==> src/rtl/pe_out_drain_if.sv <==
// Output stream bundle: valid/ready word stream with end-of-row marker.
// master drives valid/data/last and samples ready; slave is the mirror.
interface pe_out_drain_if #(
  parameter int W = 32
);
  logic         valid;
  logic         ready;
  logic         last;
  logic [W-1:0] data;

  modport master (
    output valid,
    output data,
    output last,
    input  ready
  );

  modport slave (
    input  valid,
    input  data,
    input  last,
    output ready
  );
endinterface

==> src/rtl/pe_out_drain.sv <==
// Deskews PE-array bottom results, narrows them, ping-pong buffers a row
// and streams it one column per beat.
// Ports: clk, rst (async high), capture_in, bottom_in, m (stream master),
// buf_free, overflow (sticky), sat_flag (sticky).
module pe_out_drain #(
  parameter int COLS         = 16,
  parameter int BOTTOM_WIDTH = 48,
  parameter int OUT_WIDTH    = 32,
  parameter bit SAT_EN       = 1'b1
) (
  input  logic                         clk,
  input  logic                         rst,
  input  logic                         capture_in,
  input  logic [COLS*BOTTOM_WIDTH-1:0] bottom_in,
  pe_out_drain_if.master               m,
  output logic                         buf_free,
  output logic                         overflow,
  output logic                         sat_flag
);

  localparam int BW = BOTTOM_WIDTH;
  localparam int OW = OUT_WIDTH;
  localparam int CW = (COLS > 1) ? $clog2(COLS) : 1;
  localparam logic [CW-1:0] LASTC = CW'(COLS - 1);

  typedef enum logic {S_IDLE, S_DRAIN} state_t;

  // Returns {clamped, word}.
  function automatic logic [OW:0] f_narrow(
    input logic [BW-1:0] x
  );
    logic [BW-OW:0] hi;
    hi = x[BW-1:OW-1];
    if (!SAT_EN || hi == '0 || hi == '1)
      return {1'b0, x[OW-1:0]};
    else if (x[BW-1])
      return {2'b11, {(OW-1){1'b0}}};
    else
      return {2'b10, {(OW-1){1'b1}}};
  endfunction

  state_t        r_state, w_state;
  logic [CW-1:0] r_col, w_col;
  logic          r_valid, w_valid;
  logic          r_last, w_last;
  logic [OW-1:0] r_data, w_data;
  logic          r_rd, w_rd;
  logic          r_wp;
  logic [1:0]    r_alloc, w_alloc_n;
  logic [1:0]    r_full, w_full_n;
  logic          w_free;
  logic          w_acc;
  logic          w_sat;

  // Tag pipeline: stage 0 is the capture itself.
  logic [COLS-1:1] r_tv, r_ti;
  logic [COLS-1:0] w_tv, w_ti;

  logic [OW:0]   w_nar [COLS];
  logic [OW-1:0] r_buf [2][COLS];

  assign buf_free = ~&r_alloc;
  assign w_acc    = capture_in & buf_free;
  assign w_tv     = {r_tv, w_acc};
  assign w_ti     = {r_ti, r_wp};

  assign m.valid = r_valid;
  assign m.data  = r_data;
  assign m.last  = r_last;

  always_comb begin
    w_sat = 1'b0;
    for (int c = 0; c < COLS; c++) begin
      w_nar[c] = f_narrow(bottom_in[c*BW +: BW]);
      w_sat    = w_sat | (w_tv[c] & w_nar[c][OW]);
    end
  end

  always_ff @(posedge clk) begin
    for (int c = 0; c < COLS; c++)
      if (w_tv[c])
        r_buf[w_ti[c]][c] <= w_nar[c][OW-1:0];
  end

  always_comb begin
    w_state = r_state;
    w_col   = r_col;
    w_valid = r_valid;
    w_data  = r_data;
    w_last  = r_last;
    w_rd    = r_rd;
    w_free  = 1'b0;
    unique case (r_state)
      S_IDLE: begin
        if (r_full[r_rd]) begin
          w_state = S_DRAIN;
          w_col   = '0;
          w_valid = 1'b1;
          w_data  = r_buf[r_rd][0];
          w_last  = (COLS == 1);
        end
      end
      S_DRAIN: begin
        if (r_valid && m.ready) begin
          if (r_col == LASTC) begin
            w_free = 1'b1;
            w_rd   = ~r_rd;
            w_col  = '0;
            // Other row already complete: chain without a bubble.
            if (r_full[~r_rd]) begin
              w_data = r_buf[~r_rd][0];
              w_last = (COLS == 1);
            end else begin
              w_state = S_IDLE;
              w_valid = 1'b0;
              w_last  = 1'b0;
            end
          end else begin
            w_col  = r_col + CW'(1);
            w_data = r_buf[r_rd][w_col];
            w_last = (w_col == LASTC);
          end
        end
      end
      default: w_state = S_IDLE;
    endcase
  end

  always_comb begin
    w_alloc_n = r_alloc;
    w_full_n  = r_full;
    if (w_acc)
      w_alloc_n[r_wp] = 1'b1;
    if (w_tv[COLS-1])
      w_full_n[w_ti[COLS-1]] = 1'b1;
    if (w_free) begin
      w_alloc_n[r_rd] = 1'b0;
      w_full_n[r_rd]  = 1'b0;
    end
  end

  always_ff @(posedge clk or posedge rst) begin
    if (rst) begin
      r_state  <= S_IDLE;
      r_col    <= '0;
      r_valid  <= 1'b0;
      r_data   <= '0;
      r_last   <= 1'b0;
      r_rd     <= 1'b0;
      r_wp     <= 1'b0;
      r_alloc  <= '0;
      r_full   <= '0;
      r_tv     <= '0;
      r_ti     <= '0;
      overflow <= 1'b0;
      sat_flag <= 1'b0;
    end else begin
      r_state  <= w_state;
      r_col    <= w_col;
      r_valid  <= w_valid;
      r_data   <= w_data;
      r_last   <= w_last;
      r_rd     <= w_rd;
      r_alloc  <= w_alloc_n;
      r_full   <= w_full_n;
      r_tv     <= w_tv[COLS-2:0];
      r_ti     <= w_ti[COLS-2:0];
      if (w_acc)
        r_wp <= ~r_wp;
      if (capture_in && !buf_free)
        overflow <= 1'b1;
      if (w_sat)
        sat_flag <= 1'b1;
    end
  end

endmodule
==> src/flat_wrapper.sv <==
// flat-port wrapper written by rule: the top's interface ports become plain ports
module pe_out_drain_flat 
#(
  parameter int COLS         = 16,
  parameter int BOTTOM_WIDTH = 48,
  parameter int OUT_WIDTH    = 32,
  parameter bit SAT_EN       = 1'b1
)
  (clk, rst, capture_in, bottom_in, buf_free, overflow, sat_flag, m_valid, m_data, m_last, m_ready);
  pe_out_drain_if m_i ();
  input  logic clk;
  input  logic rst;
  input  logic capture_in;
  input  logic [COLS*BOTTOM_WIDTH-1:0] bottom_in;
  output logic buf_free;
  output logic overflow;
  output logic sat_flag;
  output wire logic [$bits(m_i.valid)-1:0] m_valid;
  output wire logic [$bits(m_i.data)-1:0] m_data;
  output wire logic [$bits(m_i.last)-1:0] m_last;
  input wire logic [$bits(m_i.ready)-1:0] m_ready;
  assign m_valid = m_i.valid;
  assign m_data = m_i.data;
  assign m_last = m_i.last;
  assign m_i.ready = m_ready;
  pe_out_drain #(.COLS(COLS), .BOTTOM_WIDTH(BOTTOM_WIDTH), .OUT_WIDTH(OUT_WIDTH), .SAT_EN(SAT_EN)) u_core (.clk(clk), .rst(rst), .capture_in(capture_in), .bottom_in(bottom_in), .m(m_i), .buf_free(buf_free), .overflow(overflow), .sat_flag(sat_flag));
endmodule
==> config.mk <==
export PLATFORM = sky130hd
export DESIGN_NAME = pe_out_drain_flat
export DESIGN_NICKNAME = d
export VERILOG_FILES = /design/src/rtl/pe_out_drain_if.sv /design/src/rtl/pe_out_drain.sv /design/src/flat_wrapper.sv
export SDC_FILE = /design/constraint.sdc
export NUM_CORES = 2
export LEC_CHECK = 0
export BUFFER_PORTS_ARGS = -buffer_cell sky130_fd_sc_hd__buf_4
export CORE_AREA = 3 3 314 316
export DETAILED_ROUTE_END_ITERATION = 6
export DIE_AREA = 0 0 317 319
export HOLD_SLACK_MARGIN = 0.1
export MAX_ROUTING_LAYER = met4
export PLACE_DENSITY = 0.73
export SLEW_MARGIN = 20
export SYNTH_ARGS = -nofsm -noshare
export SYNTH_HDL_FRONTEND = slang
export SYNTH_SLANG_ARGS = --single-unit
==> constraint.sdc <==
create_clock -name clk -period 6.5 [get_ports clk]
set_clock_uncertainty 0.2 [all_clocks]
set_input_delay 0.325 -clock clk [delete_from_list [all_inputs] [get_ports clk]]
set_output_delay 0.325 -clock clk [all_outputs]
set_load 0.1 [all_outputs]
==> metrics.md <==
| Metric | Value |
|---|---|
| Drt drc | 0 |
| Std cell rows | 114 |
| Leakage | 25.0 nW |
| Final setup fails | 0 |
| Layout cells sized above 1 | 30.4% |
| Filler Cells Inserted | 6417 |
| Worst-path fanout max | 50 |
| Worst Reg-to-Reg Cells | 8 |
| CP endpoint kind | flip-flop |
| Setup bufs post-CTS | 0 |
| Via Count | 35900 |
| Post-synthesis cell area | 48700 µm² |
| CTS H-tree lvls | 3 |
| Tcrit/Tclk final | 70.6% |
| Drt pass-1 iters | 6 |
| Vias in the first global route | 36800 |
| Reg power frac | 37.8% |
| Pwr Density | 396 nW/µm² |
| Period minus WS final | 4.59 ns |
| Core ar. | 96300 µm² |
| Setup TNS | 0 ns |
| Clk pwr share | 24.8% |
| Critical Path AT | 4.92 ns |
| Later-pin clock latency in the skew report | 0.69 ns |
| RSZ-0062 raised after global routing | false |
| Most frequent cells after synthesis | 1024 x edfxtp_1, 497 x a21o_1, 281 x mux2i_1, 171 x clkbuf_1, 133 x mux4_2 |
| Place WS | 2.02 ns |
| Starting Density | 50.6% |
| Worst-margin pin slew | 1.13 ns |
| Register bit total from synthesis | 1101 |
| Seq/Total Area, Yosys | 67.0% |
| Hold Fails Final Rpt | 0 |
| Combinational share of power | 37.4% |
| Area leader, netlist | edfxtp_1 |
| Die outline width | 317 µm |
| EDFF count, synth | 1024 |
| Hpwl dp | 127000 µm |
| Initial antenna violation count | 11 |
| Placer Congestion | 0.989 |
| Max transition margin | 24.4% |
| Top Ports | 809 |
| Pins over their slew limit | 0 |
| DR vias/cell | 6.31 |
| Final WS setup | 1.91 ns |
| Total GRT Usage | 36.7% |
| Mapped Nets | 3824 |
| Crit Path Category | reg -> reg |
| Synth warn | 0 |
| Area Overhead vs Synth | 34.2% |
| Largest net degree at the start of global routing | 144 |
| P_int | 16.4 mW |
| Share of the synthesized area in the top cell type | 63.1% |
| Post-route ant nets | 0 |
| Status | finished clean |
| CTS tree | yes |
| Async S/R FF share, synth | 6.99% |
| First-pass GRT wire length | 256000 µm |
| Max IR drop VDD | 543 µV |
| Clock Tree Root | clkbuf_16 |
| Final wirelength | 183000 µm |
| Clock slew at reported path FFs | 0.07 ns |
| CP required | 6.83 ns |
| Vert. Die Dim | 319 µm |
| Cts bufs inserted | 109 |
| NumNets Final | 5084 |
| Largest cells by area after synthesis | edfxtp_1 63%, a21o_1 7.7%, mux4_2 6.1% |
| Crit start category | flip-flop |
| Grt ovf | 0 |
| Switching Share | 36.7% |
| Worst-case clock buffer depth | 3 |
| DRT iter0 DRCs | 4568 |
| Max-cap violations | 0 |
| NetSw | 9.51 mW |
| Worst hold path type | in -> async |
| Cell count after synthesis | 3050 |
| Port Buf Inserts | 808 |
| Routed wire per std cell | 32.2 µm |
| Fmax | 0.218 GHz |
| Most common cell in the netlist | edfxtp_1 |
| Die area | 101000 µm² |
| CTS Sinks | 1101 |
| Distinct cells, synth | 50 |
| Ys flop type | edfxtp_1 |
| Syn Area/Cell | 16.0 µm² |
through the flow:
step / total power, mW / hold WS, ns / cell area [µm²] / utilization [%] / instances
final: 25.9 / 0.185 / 65400 / 67.9 / 5692
after detailed placement: 19.1 / 0.201 / 56500 / 58.7 / 4959
after CTS: 25.7 / 0.186 / 65300 / 67.9 / 5681
after global routing: 26.6 / 0.209 / 65400 / 67.9 / 5691
after global placement: 19.0 / 0.198 / 56500 / 58.6 / 4956
after floorplan: 15.5 / 0.167 / 48700 / - / 3050
timing repair:
action | CTS | global route
gates resized for setup | 0 | 0
hold endpoints to repair | 1110 | 0
setup endpoints to repair | 0 | 0
hold buffers | 515 | 0
per-layer routing:
| layer | global-route usage (%) | part of all wire (%) | vias to the layer above |
|---|---|---|---|
| met2 | 58.6 | 49 | 2440 |
| met1 | 43.2 | 35 | 18100 |
| met4 | 20.2 | 6.8 | 0 |
| met3 | 8.14 | 10 | 485 |
| met5 | - | 0 | - |
| li1 | - | - | 14900 |
critical path, cell delays in order, from the launching register on:
cell and delay, ns:
dfrtp_4 0.95, inv_1 0.18, ha_4 0.89, nor2b_4 0.64, buf_4 0.60, a22o_1 0.24
o221ai_1 0.36, nand4_1 0.24, a31oi_1 0.10
cells by family after synthesis:
group           after synthesis  share of synthesized area [%]
flops                      1101                           67.0
compound gates              841                           12.7
mux                         509                           14.1
simple gates                333                           3.67
buf+inv                     259                           2.33
xor+xnor                      5                         0.0899
fa+ha+maj                     2                         0.0513
path summary, 6_finish.rpt:
| path | end | startpoint | slack, ns |
|---|---|---|---|
| max | u_core.m.data[18] | u_core.r_col[0] | 1.91 |
| min | u_core.r_tv[11] | rst | 0.18 |
| max reg2reg | u_core.m.data[18] | u_core.r_col[0] | 1.91 |
| min reg2reg | u_core.r_tv[3] | u_core.r_tv[2] | 0.22 |
| max in group asynchronous | u_core.r_col[0] | rst | 5.25 |
| min in group clk | u_core.r_tv[3] | u_core.r_tv[2] | 0.22 |
flip-flops by register name (all words and copies together), names as in the netlist:
name and count:
u_core.r_buf 1024, u_core.r_col 4, u_core.r_rd 1, u_core.r_ti 15, u_core.sat_flag 1, u_core.r_wp 1
u_core.m.valid 1, u_core.m.last 1, u_core.overflow 1, u_core.r_alloc 2, u_core.r_full 2, u_core.m.data 32
u_core.r_tv 15, u_core.r_state 1
placed cells by master (no fill, tap or decap), types with 13 or more instances in the layout:
master	synthesis	layout
a22o_1	64	64
nor2_1	41	38
nor4_1	64	64
mux2_2	91	91
clkbuf_1	171	22
dlygate4sd3_1	0	515
edfxtp_1	1024	1024
o21ai_0	64	64
a21oi_1	63	63
bufinv_16	0	13
nand2_1	76	75
clkbuf_16	0	112
clkinv_2	0	24
clkinv_1	1	23
mux2i_1	281	281
buf_4	20	881
mux4_2	133	133
a21o_1	497	497
dfrtp_1	77	75
nand4_1	96	96
o221ai_1	63	63
nand2b_1	15	15
a31oi_1	34	34
area by class of cell:
cell class / instances / area [µm²] / area share [%]
Sequential cell: 1101 / 32700 / 50.0
Multi-Input combinational cell: 1690 / 15500 / 23.7
Timing Repair Buffer: 1403 / 11900 / 18.2
Clock buffer: 137 / 2930 / 4.47
Tap cell: 1276 / 1600 / 2.44
Clock inverter: 70 / 731 / 1.12
Antenna cell: 10 / 25.0 / 0.0383
Inverter: 5 / 23.8 / 0.0363
power groups by stage:
| stage | Combinational [mW] | Sequential, mW | Clock [mW] |
|---|---|---|---|
| 2_1_floorplan | 5.20 | 10.3 | 0 |
| 3_3_place_gp | 9.11 | 9.84 | 0 |
| 3_5_place_dp | 9.21 | 9.89 | 0 |
| 4_1_cts | 9.51 | 9.76 | 6.41 |
| 5_1_grt | 9.99 | 9.87 | 6.72 |
| 6_report | 9.69 | 9.79 | 6.42 |
No activity file was read; power rests on OpenSTA's default activity.
